--- config.mk ---
export PLATFORM = sky130hd
export DESIGN_NAME = bus4_nibble_receiver
export DESIGN_NICKNAME = d
export VERILOG_FILES = /design/src/rtl/bus4_nibble_receiver.sv
export SDC_FILE = /design/constraint.sdc
export NUM_CORES = 1
export LEC_CHECK = 0
export CAP_MARGIN = 20
export CORE_MARGIN = 1.5
export CORE_UTILIZATION = 45
export DETAILED_ROUTE_END_ITERATION = 12
export PLACE_DENSITY_LB_ADDON = 0.25
export SLEW_MARGIN = 20
export SYNTH_ARGS = -nofsm -noshare
export SYNTH_HDL_FRONTEND = slang
export SYNTH_SLANG_ARGS = --single-unit
--- constraint.sdc ---
create_clock -name clk -period 3.83 [get_ports clk]
set_input_delay 0.766 -clock clk [delete_from_list [all_inputs] [get_ports clk]]
set_output_delay 0.766 -clock clk [all_outputs]
set_load 0.03 [all_outputs]
--- src/rtl/bus4_nibble_receiver.sv ---
// bus4_nibble_receiver: assembles 16-bit words from a 4-bit nibble bus and
// queues them in a first-word-fall-through buffer.
// Optional macro PARITY_CHECK_EN: drop words containing a nibble with bad
// even parity and pulse parity_err.
module bus4_nibble_receiver #(
  parameter int unsigned FIFO_DEPTH = 4
) (
  input  logic        clk,
  input  logic        rst_n,
  input  logic [3:0]  bus_data,
  input  logic        bus_valid,
  input  logic        bus_first,
  input  logic        bus_par,
  output logic        bus_ready,
  output logic [15:0] word_data,
  output logic        word_valid,
  input  logic        word_ready,
  output logic        framing_err,
  output logic        parity_err
);

  localparam int unsigned PTR_W = (FIFO_DEPTH > 1) ? $clog2(FIFO_DEPTH) : 1;
  localparam int unsigned CNT_W = PTR_W + 1;

  typedef enum logic {IDLE = 1'b0, ASSEMBLE = 1'b1} state_e;

  state_e             state_q, state_d;
  logic [1:0]         idx_q, idx_d;
  logic [11:0]        asm_q, asm_d;
  logic               bad_q, bad_d;
  logic               framing_err_q, framing_err_d;
  logic               parity_err_q, parity_err_d;
  logic [15:0]        mem_q [FIFO_DEPTH];
  logic [15:0]        mem_d [FIFO_DEPTH];
  logic [PTR_W-1:0]   wr_ptr_q, wr_ptr_d;
  logic [PTR_W-1:0]   rd_ptr_q, rd_ptr_d;
  logic [CNT_W-1:0]   count_q, count_d;

  logic               nib_xfer_c;
  logic               nib_bad_c;
  logic               push_c;
  logic               pop_c;
  logic [15:0]        push_word_c;

`ifdef PARITY_CHECK_EN
  assign nib_bad_c  = ^{bus_data, bus_par};
  assign parity_err = parity_err_q;
`else
  logic unused_par_c;
  assign nib_bad_c    = 1'b0;
  assign parity_err   = 1'b0;
  assign unused_par_c = ^{bus_par, parity_err_q};
`endif

  assign bus_ready   = (count_q != CNT_W'(FIFO_DEPTH));
  assign word_valid  = (count_q != '0);
  assign word_data   = mem_q[rd_ptr_q];
  assign framing_err = framing_err_q;
  assign nib_xfer_c  = bus_valid & bus_ready;
  assign pop_c       = word_valid & word_ready;
  assign push_word_c = {asm_q, bus_data};

  // Word assembly FSM: tracks nibble position, framing and parity marks.
  always_comb begin
    state_d       = state_q;
    idx_d         = idx_q;
    asm_d         = asm_q;
    bad_d         = bad_q;
    framing_err_d = 1'b0;
    parity_err_d  = 1'b0;
    push_c        = 1'b0;
    if (nib_xfer_c) begin
      unique case (state_q)
        IDLE: begin
          if (bus_first) begin
            asm_d   = {bus_data, 8'h00};
            idx_d   = 2'd1;
            bad_d   = nib_bad_c;
            state_d = ASSEMBLE;
          end else begin
            framing_err_d = 1'b1;
          end
        end
        ASSEMBLE: begin
          if (bus_first) begin
            // Restart: the partial word and its parity mark are abandoned.
            framing_err_d = 1'b1;
            asm_d         = {bus_data, 8'h00};
            idx_d         = 2'd1;
            bad_d         = nib_bad_c;
          end else if (idx_q == 2'd3) begin
            if (bad_q | nib_bad_c) begin
              parity_err_d = 1'b1;
            end else begin
              push_c = 1'b1;
            end
            idx_d   = 2'd0;
            bad_d   = 1'b0;
            state_d = IDLE;
          end else begin
            if (idx_q == 2'd1) begin
              asm_d[7:4] = bus_data;
            end else begin
              asm_d[3:0] = bus_data;
            end
            idx_d = idx_q + 2'd1;
            bad_d = bad_q | nib_bad_c;
          end
        end
        default: state_d = IDLE;
      endcase
    end
  end

  // FWFT buffer: push from the assembler, pop on a consumer beat.
  always_comb begin
    mem_d    = mem_q;
    wr_ptr_d = wr_ptr_q;
    rd_ptr_d = rd_ptr_q;
    count_d  = count_q;
    if (push_c) begin
      mem_d[wr_ptr_q] = push_word_c;
      wr_ptr_d        = wr_ptr_q + 1'b1;
    end
    if (pop_c) begin
      rd_ptr_d = rd_ptr_q + 1'b1;
    end
    unique case ({push_c, pop_c})
      2'b10:   count_d = count_q + 1'b1;
      2'b01:   count_d = count_q - 1'b1;
      default: count_d = count_q;
    endcase
  end

  // State registers.
  always_ff @(posedge clk or negedge rst_n) begin
    if (!rst_n) begin
      state_q       <= IDLE;
      idx_q         <= 2'd0;
      asm_q         <= '0;
      bad_q         <= 1'b0;
      framing_err_q <= 1'b0;
      parity_err_q  <= 1'b0;
      wr_ptr_q      <= '0;
      rd_ptr_q      <= '0;
      count_q       <= '0;
      for (int i = 0; i < int'(FIFO_DEPTH); i++) begin
        mem_q[i] <= '0;
      end
    end else begin
      state_q       <= state_d;
      idx_q         <= idx_d;
      asm_q         <= asm_d;
      bad_q         <= bad_d;
      framing_err_q <= framing_err_d;
      parity_err_q  <= parity_err_d;
      wr_ptr_q      <= wr_ptr_d;
      rd_ptr_q      <= rd_ptr_d;
      count_q       <= count_d;
      mem_q         <= mem_d;
    end
  end

endmodule

### Word level (Yosys, flattened, before mapping)

Index checks and enable logic that the tools add are counted.

| storage, ports and cells | value |
|---|---|
| register bits after elaboration | 88 |
| input port bits | 10 |
| output and inout bits | 20 |
| word-level logic and storage cells | 80 |

| cells by class | value |
|---|---|
| add/subtract/negate cells | 5 |
| order comparisons | 3 |
| equality and inequality tests | 11 |
| muxes and demuxes | 34 |
| bitwise gates (word level) | 5 |
| reductions and logical operators | 8 |

Operators by type and width:

| kind | count |
|---|---|
| bitwise mux 64 bit | 1 |
| two-way mux 16 bit | 3 |
| binary-select mux 16 bit (select 2 bit) | 1 |
| demux 16 bit (select 2 bit) | 1 |
| one-hot mux 12 bit (2 select lines) | 1 |
| two-way mux 8 bit | 2 |
| two-way mux 1 bit | 13 |
| two-way mux 12 bit | 1 |
| two-way mux 4 bit | 3 |
| != test 3 bit (second input constant) | 3 |
| AND reduction 4 bit | 2 |
| adder 2 x 1 -> 2 bit (second input constant) | 3 |
| >= comparator 3 bit (second input constant) | 2 |
| two-way mux 2 bit | 3 |
| != test 3 x 2 -> 1 bit (second input constant) | 2 |
| NOT 2 -> 3 bit | 2 |
| one-hot mux 1 bit (2 select lines) | 3 |
| one-hot mux 3 bit (2 select lines) | 1 |
| AND reduction 3 bit | 2 |
| == test 2 x 1 -> 1 bit (second input constant) | 2 |
| == test 2 bit (second input constant) | 2 |
| != test 2 bit (second input constant) | 2 |
| one-hot mux 2 bit (2 select lines) | 1 |
| adder 3 x 1 -> 3 bit (second input constant) | 1 |
| 8 further kinds | 9 |

### Logic depth before layout (Yosys ltp)

| logic depth | value |
|---|---|
| depth after elaboration | 7 |
| gate-level depth with buffers | 11 |
| gate-level depth less buffers | 10 |

### Worst setup path before layout

No wires, ideal clock.

| path | value |
|---|---|
| kind | input to register |
| start | input bus_valid |
| end | register count_q[2] |
| setup time | 0.079 ns |
| arrival | 2.303 ns |
| data required time | 3.751 ns |
| setup slack | 1.448 ns |
| cell stages on the path | 10 |
| path buffers | 1 |
| path through | and4b_1 -> buf_4 -> and2_1 -> inv_1 -> ha_1 -> inv_1 -> fa_1 -> xor2_1 -> nor2_1 -> xor2_1 |

| between the ends | value |
|---|---|
| longest elaborated chain between the ends | 4 |
| elaborated cells on any way between the ends | 6 |
| those cells by class | eq/ne (2); mux (2); bitwise (1); reduce/logical (1) |

RTL lines:

| item | RTL line | source |
|---|---|---|
| start, declared | 11 | `input logic bus_valid,` |
| bitwise AND 1 bit (*) | 59 | `assign nib_xfer_c = bus_valid & bus_ready;` |
| two-way mux 1 bit (*) | 72 | `if (nib_xfer_c) begin` |
| == test 2 x 1 -> 1 bit / == test 2 bit (equally long branches) | 128 | `unique case ({push_c, pop_c})` |
| one-hot mux 3 bit (2 select lines) / nonzero test 2 bit (equally long branches) | - |  |
| end signal, assigned | 159 | `count_q <= count_d;` |
| end, declared | 37 | `logic [CNT_W-1:0] count_q, count_d;` |

Every way passes the cells marked *; elsewhere a longest branch is shown, timed or not.
A chain may end at the register's enable or synchronous reset.

### Worst setup path after layout

| path | value |
|---|---|
| start | register rd_ptr_q[0] |
| end | output word_data[6] |

| between the ends | value |
|---|---|
| longest elaborated chain between the ends | 4 |

RTL lines:

| item | RTL line | source |
|---|---|---|
| start, declared | 36 | `logic [PTR_W-1:0] rd_ptr_q, rd_ptr_d;` |
| start signal, assigned | 158 | `rd_ptr_q <= rd_ptr_d;` |
| NOT 2 -> 3 bit (not written as such) | 57 | `assign word_data = mem_q[rd_ptr_q];` |
| binary-select mux 16 bit (select 2 bit) | 57 |  |
| two-way mux 16 bit (not written as such) (2 in a row) | 57 |  |
| end, declared | 15 | `output logic [15:0] word_data,` |

Every way passes these cells. The select of a mux whose other input is x is not followed.

==> metrics.txt <==
status=finished, final reports clean; number of global-route vias before repair=2298; Post-layout nets=302; Seq/Total Area, Yosys=54.8%; Hold Vio Cnt, Final=0; top cells by count, synth=dfrtp_1, mux2_2, mux4_2; die area=9400 µm²; Psw=0.00119 W; setup_tns=0 ns; worst path arrival time=2.47 ns; Synth cell types=35; Syn. warnings=0; clock transition at the registers of the reported paths=0.08 ns; global-route wire length before repair=12000 µm; Netlist Area Pre-Place=3970 µm²; share of layout cells above drive strength 1=41.1%; Yosys top cell area share=54.8%; Placed Cells=379; Fill cells=739; Max Buffers Root-to-Sink=2; fin util=52.7%; instance area at placement=4310 µm²; cells after synthesis=252; Die Wd=97.0 µm; number of placement rows=34; reg2reg path depth=10; postcts setup bufs=0; top post-synthesis cells by area=dfrtp_1, mux2_2, mux4_2; insertion delay to the later sink of the worst-skew pair=0.35 ns; Final Max Tran Viols=0; clk sink count=87; fmax=0.309 GHz; antenna viol nets, final=0; top-count cell post-synth=dfrtp_1; Sw Ratio=33.2%; top_reg_cell synth=dfrtp_1; minimum clock period after layout=3.24 ns; GP Congestion=0.718; Setup-failing EPs final=0; Remaining Overflow, GRT=0; clock share of power=20.2%; die height=97.0 µm; Via Count=2116; Final Power=0.00359 W; Initial Utilization=46.0%; internal power=0.00240 W; Pleak=2.13 nW; Core Footprint=8640 µm²; WS Path Type=reg -> out; H-tree levels=3; post_cts resized=0; DRC viols=0; DP HPWL=4490 µm; Mapped Avg Cell Area=15.8 µm²; #FFs+latches synth=87; EDFF count, synth=0; Final Skew=0.00667 ns; clock root cell=clkbuf_8; syn_nets=272; Max Cap Violations=0; diode count=0; unrepaired setup endpoints after global routing=false; Initial DRT Pass Iterations=4; Seq pwr share=43.4%; area of the multi-input gates=1670 µm²; IO buf count=27; initial antenna violation count=0; CTS buffer count=9; CP Capture Type=output port; top cell type by total area after synthesis=dfrtp_1; Startpoint Class=flop; DR iter-0 viols=82; async set or reset register ratio after synthesis=100%; CTS tree=done; Worst-Margin Slew=0.774 ns; combinational group share of total power=36.5%; area grow syn2layout=14.4%; wire length per cell=17.7 µm; cell area after layout=4550 µm²; CP max FO=10; pin count of the biggest net entering global routing=88; GRT Util Overall=16.6%; register area=2180 µm²; period utilization=84.5%; fin cells=395; CP required=3.06 ns; Slew headroom=48.4%; num ports=30; number of vias per cell=5.36; # hold bufs at CTS=0; Tightest Hold Check Type=in -> async; Power per Cell Area=790 nW/µm²; Worst IR Drop VDD=0.346 mV; final WL=6970 µm
==> power groups by stage <==
stage | logic, W | registers, W | clock network (W)
2_1_floorplan | 0.00103 | 0.00145 | 0
6_report | 0.00131 | 0.00156 | 0.000724
4_1_cts | 0.00133 | 0.00156 | 0.000748
5_1_grt | 0.00142 | 0.00162 | 0.000796
3_5_place_dp | 0.00133 | 0.00158 | 0
3_3_place_gp | 0.00131 | 0.00157 | 0
==> logic make-up (layout without fill, tap and decap cells) <==
| logic type | after synthesis | count (layout) | share of synthesized area (%) |
|---|---|---|---|
| adder cells (fa/ha/maj) | 10 | 10 | 3.34 |
| buffers and inverters | 21 | 56 | 3.18 |
| multiplexers | 94 | 94 | 31.1 |
| XOR/XNOR | 6 | 6 | 1.32 |
| AND/OR/NAND/NOR | 25 | 25 | 4.72 |
| AO/OA/AOI/OAI | 8 | 8 | 1.42 |
| other | 1 | 1 | 0.0944 |
| flip-flops | 87 | 87 | 54.8 |
==> final cells by class <==
type,count,area share [%]
tap,108,2.97
sequential,87,47.9
multi-input combinational,144,36.7
clock buffer,12,3.41
timing repair buffer,30,6.47
clock inverter,4,1.71
inverter,10,0.826
==> flip-flops by register name, summed over array words and instances, names as in the netlist <==
name	cells
asm_q	12
count_q	3
framing_err	1
idx_q	2
mem_q	64
rd_ptr_q	2
state_q	1
wr_ptr_q	2
==> stage by stage <==
stage                     hold slack, ns  setup slack (ns)
after floorplan                    0.459              1.45
after global placement             0.480             0.788
after detailed placement           0.486             0.755
after CTS                          0.503             0.490
after global routing               0.509             0.430
final                              0.447             0.595
==> critical path, cell delays in order (launching register included) <==
cell and delay (ns):
dfrtp_1 0.70, buf_4 0.29, mux4_2 0.51, clkdlybuf4s50_1 0.60
==> routing by layer <==
metal  up-vias  share of wire (%)  track usage (%)
met3         9                2.3             4.12
met4         0                1.6             6.35
li1        959                  -                -
met1      1123                 46             21.3
met5         -                  0                0
met2        25                 50             27.1
==> path summary, 6_finish.rpt <==
path	start	to	slack, ns
max in group asynchronous	rst_n	mem_q[22]$_DFFE_PN0P_	2.84
worst min-delay path	rst_n	mem_q[47]$_DFFE_PN0P_	0.45
worst max-delay path	rd_ptr_q[0]$_DFFE_PN0P_	word_data[6]	0.59
worst max register to register	idx_q[0]$_DFFE_PN0P_	count_q[2]$_DFFE_PN0P_	1.41
worst min register to register	mem_q[0]$_DFFE_PN0P_	mem_q[0]$_DFFE_PN0P_	0.50
min in group clk	mem_q[0]$_DFFE_PN0P_	mem_q[0]$_DFFE_PN0P_	0.50
==> cells in the final DEF (no fill, tap or decap) <==
cell type	instances
nor3b_2	1
bufinv_16	2
nor2_1	2
dfrtp_1	87
nand3_2	1
clkinv_4	2
clkbuf_1	1
and3_1	1
o31a_1	1
xnor2_1	3
or3_1	1
fa_1	1
nor2b_1	2
o21ai_0	4
ha_1	9
nor3_1	1
inv_1	9
nand2_1	3
and2_1	5
mux2_2	76
mux2_1	1
buf_6	1
o22ai_1	1
o41ai_1	1
nand2b_1	2
nand3_4	3
clkdlybuf4s50_1	26
buf_4	3
and4b_1	1
nand3_1	2
clkbuf_8	11
a211oi_2	1
mux4_2	16
xor2_1	3
inv_2	1
mux2i_1	1
conb_1	1
(Power assumes the default switching activity.)
